## config.mk

```make
export PLATFORM = sky130hd
export DESIGN_NAME = multicycle_controller
export DESIGN_NICKNAME = d
export VERILOG_FILES = /design/src/rtl/riscv_mc_pkg.sv /design/src/rtl/alu_decoder.sv /design/src/rtl/multicycle_controller.sv
export SDC_FILE = /design/constraint.sdc
export NUM_CORES = 1
export LEC_CHECK = 0
export ABC_AREA = 0
export BUFFER_PORTS_ARGS = -buffer_cell sky130_fd_sc_hd__buf_4
export CORE_MARGIN = 4
export CORE_UTILIZATION = 41
export CTS_CLUSTER_SIZE = 12
export DETAILED_ROUTE_END_ITERATION = 10
export PLACE_DENSITY_LB_ADDON = 0.05
export SLEW_MARGIN = 5
export SYNTH_ARGS = -nofsm -noshare
export SYNTH_HDL_FRONTEND = slang
export SYNTH_SLANG_ARGS = --single-unit
```

## constraint.sdc

```tcl
create_clock -name CLK -period 2 [get_ports CLK]
set_input_delay 0.5 -clock CLK [delete_from_list [all_inputs] [get_ports CLK]]
set_output_delay 0.5 -clock CLK [all_outputs]
set_load 0.1 [all_outputs]
```

## src/rtl/riscv_mc_pkg.sv

```systemverilog
// Shared definitions for the multi-cycle RV32I control path.
// This package is also used by the ALU: states, ALU codes, opcodes and mux select encodings.
package riscv_mc_pkg;

  localparam int unsigned OP_W     = 7;
  localparam int unsigned F3_W     = 3;
  localparam int unsigned SEL_W    = 2;
  localparam int unsigned ALUCTL_W = 4;

  typedef enum logic [3:0] {
    S_FETCH    = 4'd0,
    S_DECODE   = 4'd1,
    S_MEMADR   = 4'd2,
    S_MEMREAD  = 4'd3,
    S_MEMWB    = 4'd4,
    S_MEMWRITE = 4'd5,
    S_EXECR    = 4'd6,
    S_EXECI    = 4'd7,
    S_ALUWB    = 4'd8,
    S_BRANCH   = 4'd9,
    S_JAL      = 4'd10,
    S_ILLEGAL  = 4'd11
  } state_e;

  // ALUControl codes, shared with the ALU
  localparam logic [ALUCTL_W-1:0] ALU_ADD  = 4'b0000;
  localparam logic [ALUCTL_W-1:0] ALU_SUB  = 4'b0001;
  localparam logic [ALUCTL_W-1:0] ALU_AND  = 4'b0010;
  localparam logic [ALUCTL_W-1:0] ALU_OR   = 4'b0011;
  localparam logic [ALUCTL_W-1:0] ALU_XOR  = 4'b0100;
  localparam logic [ALUCTL_W-1:0] ALU_SLT  = 4'b0101;
  localparam logic [ALUCTL_W-1:0] ALU_SLL  = 4'b0110;
  localparam logic [ALUCTL_W-1:0] ALU_SRL  = 4'b0111;
  localparam logic [ALUCTL_W-1:0] ALU_SRA  = 4'b1000;
  localparam logic [ALUCTL_W-1:0] ALU_SLTU = 4'b1001;

  localparam logic [OP_W-1:0] OP_LOAD   = 7'b0000011;
  localparam logic [OP_W-1:0] OP_STORE  = 7'b0100011;
  localparam logic [OP_W-1:0] OP_RTYPE  = 7'b0110011;
  localparam logic [OP_W-1:0] OP_ITYPE  = 7'b0010011;
  localparam logic [OP_W-1:0] OP_BRANCH = 7'b1100011;
  localparam logic [OP_W-1:0] OP_JAL    = 7'b1101111;

  localparam logic [F3_W-1:0] F3_ADDSUB = 3'b000;
  localparam logic [F3_W-1:0] F3_SLL    = 3'b001;
  localparam logic [F3_W-1:0] F3_SLT    = 3'b010;
  localparam logic [F3_W-1:0] F3_SLTU   = 3'b011;
  localparam logic [F3_W-1:0] F3_XOR    = 3'b100;
  localparam logic [F3_W-1:0] F3_SR     = 3'b101;
  localparam logic [F3_W-1:0] F3_OR     = 3'b110;
  localparam logic [F3_W-1:0] F3_AND    = 3'b111;
  localparam logic [F3_W-1:0] F3_BEQ    = 3'b000;
  localparam logic [F3_W-1:0] F3_BNE    = 3'b001;

  localparam logic [SEL_W-1:0] SRCA_PC       = 2'b00;
  localparam logic [SEL_W-1:0] SRCA_OLDPC    = 2'b01;
  localparam logic [SEL_W-1:0] SRCA_RS1      = 2'b10;
  localparam logic [SEL_W-1:0] SRCB_RS2      = 2'b00;
  localparam logic [SEL_W-1:0] SRCB_IMM      = 2'b01;
  localparam logic [SEL_W-1:0] SRCB_FOUR     = 2'b10;
  localparam logic [SEL_W-1:0] RES_ALUOUT    = 2'b00;
  localparam logic [SEL_W-1:0] RES_MEMDATA   = 2'b01;
  localparam logic [SEL_W-1:0] RES_ALURESULT = 2'b10;

  localparam logic [SEL_W-1:0] ALUOP_ADD   = 2'b00;
  localparam logic [SEL_W-1:0] ALUOP_SUB   = 2'b01;
  localparam logic [SEL_W-1:0] ALUOP_FUNCT = 2'b10;

  // Per-state control bundle driven onto the datapath
  typedef struct packed {
    logic             mem_req;
    logic             mem_write;
    logic             adr_src;
    logic             ir_write;
    logic             pc_write;
    logic             reg_write;
    logic [SEL_W-1:0] alu_src_a;
    logic [SEL_W-1:0] alu_src_b;
    logic [SEL_W-1:0] result_src;
    logic [SEL_W-1:0] alu_op;
    logic             instr_done;
  } ctrl_t;

endpackage

```

## src/rtl/alu_decoder.sv

```systemverilog
// Maps the coarse ALU operation plus funct fields to the 4-bit ALUControl code.
module alu_decoder
  import riscv_mc_pkg::*;
(
  input  logic [SEL_W-1:0]    i_alu_op,
  input  logic [F3_W-1:0]     i_funct3,
  input  logic                i_funct7b5,
  input  logic                i_op5,
  output logic [ALUCTL_W-1:0] o_alu_control
);

  always_comb begin
    o_alu_control = ALU_ADD;
    case (i_alu_op)
      ALUOP_SUB: o_alu_control = ALU_SUB;
      ALUOP_FUNCT: begin
        case (i_funct3)
          // Op[5] separates R-type from OP-IMM so addi never turns into SUB
          F3_ADDSUB: o_alu_control = (i_op5 && i_funct7b5) ? ALU_SUB : ALU_ADD;
          F3_SLL:    o_alu_control = ALU_SLL;
          F3_SLT:    o_alu_control = ALU_SLT;
          F3_SLTU:   o_alu_control = ALU_SLTU;
          F3_XOR:    o_alu_control = ALU_XOR;
          F3_SR:     o_alu_control = i_funct7b5 ? ALU_SRA : ALU_SRL;
          F3_OR:     o_alu_control = ALU_OR;
          F3_AND:    o_alu_control = ALU_AND;
          default:   o_alu_control = ALU_ADD;
        endcase
      end
      default: o_alu_control = ALU_ADD;
    endcase
  end

endmodule

```

## src/rtl/multicycle_controller.sv

```systemverilog
// Control FSM for a shared-memory multi-cycle RV32I datapath.
// Outputs are decoded from the state register; FETCH/BRANCH/MEMWRITE also look at MemReady/Zero.
module multicycle_controller
  import riscv_mc_pkg::*;
(
  input  logic                CLK,
  input  logic                ResetPC,
  input  logic [OP_W-1:0]     Op,
  input  logic [F3_W-1:0]     funct3,
  input  logic                funct7b5,
  input  logic                Zero,
  input  logic                MemReady,
  output logic                MemReq,
  output logic                MemWrite,
  output logic                AdrSrc,
  output logic                IRWrite,
  output logic                PCWrite,
  output logic                RegWrite,
  output logic [SEL_W-1:0]    ALUSrcA,
  output logic [SEL_W-1:0]    ALUSrcB,
  output logic [SEL_W-1:0]    ResultSrc,
  output logic [ALUCTL_W-1:0] ALUControl,
  output logic                InstrDone,
  output logic                Illegal
);

  state_e              r_state;
  state_e              w_state_nxt;
  logic                r_illegal;
  ctrl_t               w_ctrl;
  logic [ALUCTL_W-1:0] w_alu_control;

  always_ff @(posedge CLK or negedge ResetPC) begin
    if (!ResetPC) begin
      r_state <= S_FETCH;
    end else begin
      r_state <= w_state_nxt;
    end
  end

  // Sticky flag: ILLEGAL is absorbing, so only reset clears it
  always_ff @(posedge CLK or negedge ResetPC) begin
    if (!ResetPC) begin
      r_illegal <= 1'b0;
    end else if (w_state_nxt == S_ILLEGAL) begin
      r_illegal <= 1'b1;
    end
  end

  always_comb begin
    w_state_nxt = r_state;
    case (r_state)
      S_FETCH: begin
        if (MemReady) begin
          w_state_nxt = S_DECODE;
        end
      end
      S_DECODE: begin
        case (Op)
          OP_LOAD, OP_STORE: w_state_nxt = S_MEMADR;
          OP_RTYPE:          w_state_nxt = S_EXECR;
          OP_ITYPE:          w_state_nxt = S_EXECI;
          OP_BRANCH:         w_state_nxt = S_BRANCH;
          OP_JAL:            w_state_nxt = S_JAL;
          default:           w_state_nxt = S_ILLEGAL;
        endcase
      end
      S_MEMADR:   w_state_nxt = (Op == OP_STORE) ? S_MEMWRITE : S_MEMREAD;
      S_MEMREAD: begin
        if (MemReady) begin
          w_state_nxt = S_MEMWB;
        end
      end
      S_MEMWB:    w_state_nxt = S_FETCH;
      S_MEMWRITE: begin
        if (MemReady) begin
          w_state_nxt = S_FETCH;
        end
      end
      S_EXECR:    w_state_nxt = S_ALUWB;
      S_EXECI:    w_state_nxt = S_ALUWB;
      S_ALUWB:    w_state_nxt = S_FETCH;
      S_BRANCH:   w_state_nxt = S_FETCH;
      S_JAL:      w_state_nxt = S_ALUWB;
      S_ILLEGAL:  w_state_nxt = S_ILLEGAL;
      default:    w_state_nxt = S_FETCH;
    endcase
  end

  always_comb begin
    w_ctrl = '0;
    case (r_state)
      S_FETCH: begin
        w_ctrl.mem_req    = 1'b1;
        w_ctrl.adr_src    = 1'b0;
        w_ctrl.alu_src_a  = SRCA_PC;
        w_ctrl.alu_src_b  = SRCB_FOUR;
        w_ctrl.alu_op     = ALUOP_ADD;
        w_ctrl.result_src = RES_ALURESULT;
        w_ctrl.ir_write   = MemReady;
        w_ctrl.pc_write   = MemReady;
      end
      // Branch target PC-relative to OldPC, parked in ALUOut
      S_DECODE: begin
        w_ctrl.alu_src_a = SRCA_OLDPC;
        w_ctrl.alu_src_b = SRCB_IMM;
        w_ctrl.alu_op    = ALUOP_ADD;
      end
      S_MEMADR: begin
        w_ctrl.alu_src_a = SRCA_RS1;
        w_ctrl.alu_src_b = SRCB_IMM;
        w_ctrl.alu_op    = ALUOP_ADD;
      end
      S_MEMREAD: begin
        w_ctrl.mem_req = 1'b1;
        w_ctrl.adr_src = 1'b1;
      end
      S_MEMWB: begin
        w_ctrl.result_src = RES_MEMDATA;
        w_ctrl.reg_write  = 1'b1;
        w_ctrl.instr_done = 1'b1;
      end
      S_MEMWRITE: begin
        w_ctrl.mem_req    = 1'b1;
        w_ctrl.mem_write  = 1'b1;
        w_ctrl.adr_src    = 1'b1;
        w_ctrl.instr_done = MemReady;
      end
      S_EXECR: begin
        w_ctrl.alu_src_a = SRCA_RS1;
        w_ctrl.alu_src_b = SRCB_RS2;
        w_ctrl.alu_op    = ALUOP_FUNCT;
      end
      S_EXECI: begin
        w_ctrl.alu_src_a = SRCA_RS1;
        w_ctrl.alu_src_b = SRCB_IMM;
        w_ctrl.alu_op    = ALUOP_FUNCT;
      end
      S_ALUWB: begin
        w_ctrl.result_src = RES_ALUOUT;
        w_ctrl.reg_write  = 1'b1;
        w_ctrl.instr_done = 1'b1;
      end
      S_BRANCH: begin
        w_ctrl.alu_src_a  = SRCA_RS1;
        w_ctrl.alu_src_b  = SRCB_RS2;
        w_ctrl.alu_op     = ALUOP_SUB;
        w_ctrl.result_src = RES_ALUOUT;
        w_ctrl.instr_done = 1'b1;
        case (funct3)
          F3_BEQ:  w_ctrl.pc_write = Zero;
          F3_BNE:  w_ctrl.pc_write = ~Zero;
          default: w_ctrl.pc_write = 1'b0;
        endcase
      end
      // Link value PC+4 is formed from OldPC; target already sits in ALUOut
      S_JAL: begin
        w_ctrl.alu_src_a  = SRCA_OLDPC;
        w_ctrl.alu_src_b  = SRCB_FOUR;
        w_ctrl.alu_op     = ALUOP_ADD;
        w_ctrl.result_src = RES_ALUOUT;
        w_ctrl.pc_write   = 1'b1;
      end
      S_ILLEGAL: w_ctrl = '0;
      default:   w_ctrl = '0;
    endcase
  end

  alu_decoder u_alu_decoder (
    .i_alu_op      (w_ctrl.alu_op),
    .i_funct3      (funct3),
    .i_funct7b5    (funct7b5),
    .i_op5         (Op[5]),
    .o_alu_control (w_alu_control)
  );

  assign MemReq     = w_ctrl.mem_req;
  assign MemWrite   = w_ctrl.mem_write;
  assign AdrSrc     = w_ctrl.adr_src;
  assign IRWrite    = w_ctrl.ir_write;
  assign PCWrite    = w_ctrl.pc_write;
  assign RegWrite   = w_ctrl.reg_write;
  assign ALUSrcA    = w_ctrl.alu_src_a;
  assign ALUSrcB    = w_ctrl.alu_src_b;
  assign ResultSrc  = w_ctrl.result_src;
  assign ALUControl = w_alu_control;
  assign InstrDone  = w_ctrl.instr_done;
  assign Illegal    = r_illegal;

endmodule

```

==> results of run 1 <==
## metrics by stage
stage | utilization [%] | worst slack (ns) | hold WS, ns | instances | cell area (sq um)
after floorplan | - | -0.8095 | 0.2044 | 100 | 933.4
after global placement | 79.98 | -0.1104 | 0.3023 | 170 | 1275
after detailed placement | 79.98 | -0.1514 | 0.3042 | 170 | 1275
## logic make-up after synthesis
family          after synthesis  synth area share, %
simple gates                 51                40.75
xor+xnor                      4                4.795
flops                         5                17.12
buf+inv                      11                8.731
compound gates               27                25.17
fa+ha+maj                     2                3.424
## Yosys cell counts (all sizes together) (3+ instances only)
| cell | number |
|---|---|
| nor3 | 5 |
| nor4 | 3 |
| nand2 | 9 |
| a21oi | 8 |
| buf | 6 |
| nand2b | 7 |
| nor2b | 4 |
| dfrtp | 5 |
| nor2 | 12 |
| o21ai | 5 |
| inv | 4 |
==> impl_results.md, run 1 <==
- Mapped Cells: 100
- Io pins: 33
- Post-CTS Setup Inserts: 5
- # clock sinks: 5
- Chip width: 50.22 um
- EDFF count, synth: 0
- Area contributors post-synth: dfrtp_1 17%, nor2_1 5.7%, a21oi_1 5.5%
- Syn avg cell area: 7.307 sq um
- Seq/Total Area, Yosys: 17.12%
- Die height: approximately 50 um
- Inserted Clock Buffers: 3
- Post-synth ARST share: 100.0%
- Detailed placement HPWL: 1963 um
- Last stage: clock tree synthesis
- Netlist cell types: 44
- Post-Syn Nets: 117
- Post-CTS Hold Buffers: 0
- RD Place Congestion: 0.8345
- Log Error: [ERROR DPL-0033] detailed placement checks failed during check placement.
- Yosys top cell area share: between 10% and 20%
- Status: stopped before the end
- Number of H-tree levels: 1
- Area leader, netlist: dfrtp_1
- Max clock buf depth: 2
- Site Rows: 14
- Synthesized area: 730.7 sq um
- Cts repair resizes: 59
- Synth warn: 0
- Root buffer cell: clkbuf_4
- Starting density of the core: a little under half
- Port Buffer Count: 32
- FF+latch count, synth: 5
- Top_reg_cell synth: dfrtp_1
==> run 2: changes to the inputs <==
- CORE_AREA: not set -> 4 4 65 67
- CORE_MARGIN: 4 -> not set
- CORE_UTILIZATION: 41 -> not set
- CTS_CLUSTER_SIZE: 12 -> not set
- DIE_AREA: not set -> 0 0 69 71
- PLACE_DENSITY_LB_ADDON: 0.05 -> 0.15
- clock period: 2 -> 2.6 ns (I/O delays scaled with it)
==> run 2 against run 1 <==
Against the previous run:
- the run now ends clean
- synthesized cell count did not move
- area after synthesis did not move
==> impl_results.md, run 2 <==
- Detailed placement HPWL: 1844 um (-6.1%)
- Commonest non-fill, non-tap cell in the layout: buf_4
- FF+latch count, synth: 5 (unchanged)
- Final setup viols: 0
- Fin nets: approximately 150
- Post-Layout Inst Area: 0.001205 sq mm
- Io pins: 33 (unchanged)
- Worst slew pin tran: approximately 0.42 ns
- Final Slew Violations: 0
- Vias in the first global route: 849
- Top_reg_cell synth: dfrtp_1
- Worst path max stage delay: slightly above 0.4 ns
- # DRC: 0
- Critical path required time: 1.95 ns
- Vias per cell: 4.717
- Max_cap viols: 0
- Area of placed instances: 0.001136 sq mm (-11%)
- Pre-antenna DRT Iters: 4
- # clock sinks: 5 (unchanged)
- Slew Limit Headroom: a little under three quarters
- Seq/Total Area, Yosys: 17.12% (unchanged)
- Share of post-route cells with drive strength above 1: between 50% and 60%
- Final WS setup: between 0.1 and 0.15 ns
- Max clock buf depth: 2 (unchanged)
- Global-route wire length before repair: 3836 um
- Area growth syn-to-layout: 64.90%
- Crit path cell chain: inv_1 -> nor2_2 -> nand2_2 -> ha_4 -> nand2b_4 -> a311oi_2 -> buf_6
- Area leader, netlist: dfrtp_1
- Global Route Usage Sum: 9.150%
- Syn avg cell area: 7.307 sq um (unchanged)
- Netlist cell types: 44 (unchanged)
- Starting density of the core: 20.11% (-26 points)
- Root buffer cell: clkbuf_8
- Area contributors post-synth: dfrtp_1 17%, nor2_1 5.7%, a21oi_1 5.5%
- CTS tree: done
- Startpoint types: flop
- Reg with most FFs: r_state
- Crit path max-delay family: flip-flops
- Unrepaired setup endpoints after global routing: no
- DRT antenna net count: 0
- Synth cell count leaders: 11 x nor2_1, 9 x nand2_1, 8 x a21oi_1
- Routed via count: 868
- CP Class: reg -> out
- Max FO, Critical Path: 3
- Post-synth ARST share: 100.0% (unchanged)
- # diodes: 0
- Highest clock rate: about 400 MHz
- Insertion delay to the later sink of the worst-skew pair: 0.22 ns
- RD Place Congestion: 0.8049 (-3.5%)
- Post-Syn Nets: 117 (unchanged)
- Initial DRC count: 42
- Die ar.: 0.004899 sq mm
- GRT overflow: 0
- Yosys top cell area share: 17.12% (unchanged)
- Largest net degree at the start of global routing: 17
- Critical Path End Type: primary output
- Final Cycle Share: 95.51%
- WL final: 2313 um
- Synth warn: 0 (unchanged)
- Place WS: 0.2361 ns (+0.3875 ns)
- Clock slew at reported path FFs: 0.03 ns
- WL/cell: 12.57 um
- Site Rows: 22 (+8)
- Minimum clock period: 2.483 ns
- Initial antenna violation count: 0
- Status: finished, final reports clean
- Worst path slowest cell: dfrtp_1
- Port Buffer Count: 32 (unchanged)
- Inserted Clock Buffers: 3 (unchanged)
- Die height: 71 um (+41%)
- CP arrival: around 1.8 ns
- Number of H-tree levels: 1 (unchanged)
- Synthesized area: 730.7 sq um (unchanged)
- Setup Skew: 0.001225 ns
- Most frequent cells in the layout: 38 x buf_4, 8 x nand2_1, 8 x nor2_1
- Fin. Hold Viols: 0
- Max FFs per register: 4
- Hold Path Class: in -> async
- Post-CTS Hold Buffers: 0 (unchanged)
- Mapped Cells: 100 (unchanged)
- Chip width: 69 um (+37%)
- Worst Path Buf+Inv: 2
- Hold slack: 0.2241 ns
- Core Box Area: 0.003633 sq mm
- Most frequent cell after synthesis: nor2_1
- EDFF count, synth: 0 (unchanged)
==> run 2: cell counts after synthesis <==
Identical to the previous run, type by type.
==> run 2: kinds of logic after synthesis <==
family,count (synthesis),synth area share (%)
and+or+nand+nor,51,40.75
AOI/OAI and AO/OA,27,25.17
buffers and inverters,11,8.731
DFF,5,17.12
xor gates and xnor gates,4,4.795
adders and majority gates,2,3.424
==> run 2: final cells by class <==
class / count / area (sq um)
tap: 48 / 60.06
inverter: 4 / 15.01
sequential: 5 / 125.1
fill: 403 / 2429
multi-input combinational: 84 / 663.1
clock buffer: 4 / 45.04
timing repair buffer: 39 / 296.5
==> run 2: final timing paths <==
check	slack [ns]	end	startpoint	cells past startpoint
max in group asynchronous	2.27	Illegal	ResetPC	1
setup / recovery	0.12	ALUControl[2]	r_state[3]	7
setup reg to reg	1.06	Illegal	r_state[0]	5
hold / removal	0.22	r_state[0]	ResetPC	1
hold reg to reg	0.48	Illegal	Illegal	1
min in group CLK	0.48	Illegal	Illegal	1
==> run 2: repair_timing <==
action / 4_1_cts / 5_1_grt
pin swaps: 0 / 1
buffers inserted: 0 / 1
resized for setup: 1 / 4
setup endpoints to repair: 1 / 1
hold endpoints to repair: 0 / 0
==> run 2: metal layers <==
layer / wire length (um) / vias to the layer above / track usage [%]
met5: 0 / - / 0
met4: 0 / 0 / 2.603
met3: 57 / 0 / 1.278
met2: 1184 / 14 / 16.10
met1: 1071 / 422 / 11.61
li1: - / 432 / -
==> run 2: metrics by stage <==
step                      util [%]  setup TNS, ns  cells
after global placement       31.27              0    179
after global routing         33.16              0    184
after detailed placement     31.27              0    179
final                        33.16              0    184
after CTS                    32.61              0    183
after floorplan                  -         -1.897    100
Power of run 2 is left out: the tool's default activity adds up to more than one toggle a clock period on the data nets, which glitch-free logic cannot reach.
==> run 3: changes to the inputs <==
- PLACE_DENSITY: not set -> 0.52
- PLACE_DENSITY_LB_ADDON: 0.15 -> not set
==> run 3 against run 2 <==
Against the previous run:
- worst setup slack better by 0.016 ns
- via count up 1.4%
- die area unchanged
==> impl_results.md, run 3 (synthesis results as in run 2) <==
- Status: finished, final reports clean
- Hold slack: 0.2252 ns (+0.001065 ns)
- Max FO, Critical Path: 5 (+2)
- Minimum clock period: 2.468 ns (-0.01552 ns)
- Site Rows: 22 (unchanged)
- Accumulated negative setup slack: 0 ns (unchanged)
- Die ar.: 0.004899 sq mm (unchanged)
- Final WS setup: 0.1323 ns (+0.01552 ns)
- # diodes: 0 (unchanged)
- Pre-antenna DRT Iters: 4 (unchanged)
- CP arrival: 1.82 ns (about the same)
- Max FFs per register: 4 (unchanged)
- Starting density of the core: 20.11% (unchanged)
- Worst slew pin tran: 0.4058 ns (-0.01743 ns)
- Setup Skew: 0.001023 ns (-0.0002025 ns)
- Insertion delay to the later sink of the worst-skew pair: 0.22 ns (about the same)
- Routed via count: 880 (+1.4%)
- # DRC: 0 (unchanged)
- Final Cycle Share: 94.91% (-0.60 points)
- Port Buffer Count: 32 (unchanged)
- Area growth syn-to-layout: 64.90% (unchanged)
- Share of post-route cells with drive strength above 1: 50.74% (unchanged)
- CP Class: reg -> out
- Global-route wire length before repair: 3739 um (-2.5%)
- Initial antenna violation count: 0 (unchanged)
- DRT antenna net count: 0 (unchanged)
- Largest net degree at the start of global routing: 18 (+1)
- Layout fillers: 401 (-0.50%)
- Final setup viols: 0 (unchanged)
- # clock sinks: 5 (unchanged)
- Inserted Clock Buffers: 3 (unchanged)
- Vias in the first global route: 820 (-3.4%)
- Unrepaired setup endpoints after global routing: no
- Vias per cell: 4.783 (+1.4%)
- Final Slew Violations: 0 (unchanged)
- Most frequent cells in the layout: 38 x buf_4, 8 x nand2_1, 8 x nor2_1
- WL final: 2248 um (-2.8%)
- Critical Path End Type: primary output
- Highest clock rate: 405.2 MHz (+0.63%)
- Post-CTS Hold Buffers: 0 (unchanged)
- Global Route Usage Sum: 9.086% (-0.064 points)
- Max_cap viols: 0 (unchanged)
- Root buffer cell: clkbuf_8
- Number of H-tree levels: 1 (unchanged)
- Commonest non-fill, non-tap cell in the layout: buf_4
- Crit path cell chain: nor2b_4 -> and2_4 -> ha_4 -> nand2b_4 -> a311oi_2 -> buf_6
- CTS tree: done
- Detailed placement HPWL: 1825 um (-1.0%)
- Io pins: 33 (unchanged)
- Worst path max stage delay: 0.41 ns (about the same)
- Reg with most FFs: r_state
- Slew Limit Headroom: 72.72% (+1.2 points)
- RD Place Congestion: 0.7408 (-8.0%)
- Finished Core Util: 33.16% (unchanged)
- Die height: 71 um (unchanged)
- Worst path slowest cell: dfrtp_1
- Hold Path Class: in -> async
- Fin nets: 154 (unchanged)
- Max clock buf depth: 2 (unchanged)
- Clock slew at reported path FFs: 0.03 ns (about the same)
- Fin. Hold Viols: 0 (unchanged)
- WL/cell: 12.22 um (-2.8%)
- Startpoint types: flop
- GRT overflow: 0 (unchanged)
- Chip width: 69 um (unchanged)
- Initial DRC count: 44 (+4.8%)
- Core Box Area: 0.003633 sq mm (unchanged)
- Critical path required time: 1.95 ns (about the same)
- Place WS: 0.2344 ns (-0.001720 ns)
run 3: cell counts in the layout (fill, tap and decap cells not counted):
Identical to the previous run, type by type.
run 3: through the flow:
stage	cells	area, sq um
2_1_floorplan	100	865.8
3_3_place_gp	178	1129
3_5_place_dp	178	1129
4_1_cts	182	1177
5_1_grt	184	1205
6_report	184	1205
run 3: path summary, 6_finish.rpt:
check / cells after the start / slack [ns] / endpoint / startpoint
max: 6 / 0.13 / ALUControl[2] / r_state[2]
max in group asynchronous: 1 / 2.27 / r_state[0] / ResetPC
max reg2reg: 7 / 0.94 / Illegal / r_state[3]
min reg2reg: 1 / 0.48 / Illegal / Illegal
min in group CLK: 1 / 0.48 / Illegal / Illegal
min: 1 / 0.23 / r_state[3] / ResetPC
run 3: metal layers:
layer  wire [um]  up-vias  global-route usage (%)
met5           0        -                       0
met4           8        0                   3.254
met3         124        2                   1.989
met2        1122       26                   15.04
met1         992      415                   11.59
li1            -      437                       -
run 3: cell type report:
type	count	area (sq um)	share of cell area, %
sequential	5	125.1	10.38
inverter	4	15.01	1.246
multi-input combinational	84	663.1	55.04
clock buffer	4	45.04	3.738
timing repair buffer	39	296.5	24.61
tap	48	60.06	4.984
run 3: worst max-delay path, delay by kind of cell (launching register included):
| kind | cells | cell delay [ns] |
|---|---|---|
| AND/OR/NAND/NOR | 3 | 0.50 |
| flip-flops | 1 | 0.41 |
| buffers and inverters | 1 | 0.26 |
| AO/OA/AOI/OAI | 1 | 0.21 |
| adder cells (fa/ha/maj) | 1 | 0.20 |
run 3: repair_timing:
| item | in CTS | in global routing |
|---|---|---|
| setup buffers | 0 | 2 |
| hold endpoints to repair | 0 | 0 |
| pin swaps | 0 | 1 |
| endpoints found under the setup margin | 1 | 1 |
| resized for setup | 1 | 4 |
Power of run 3 is left out for the same reason.
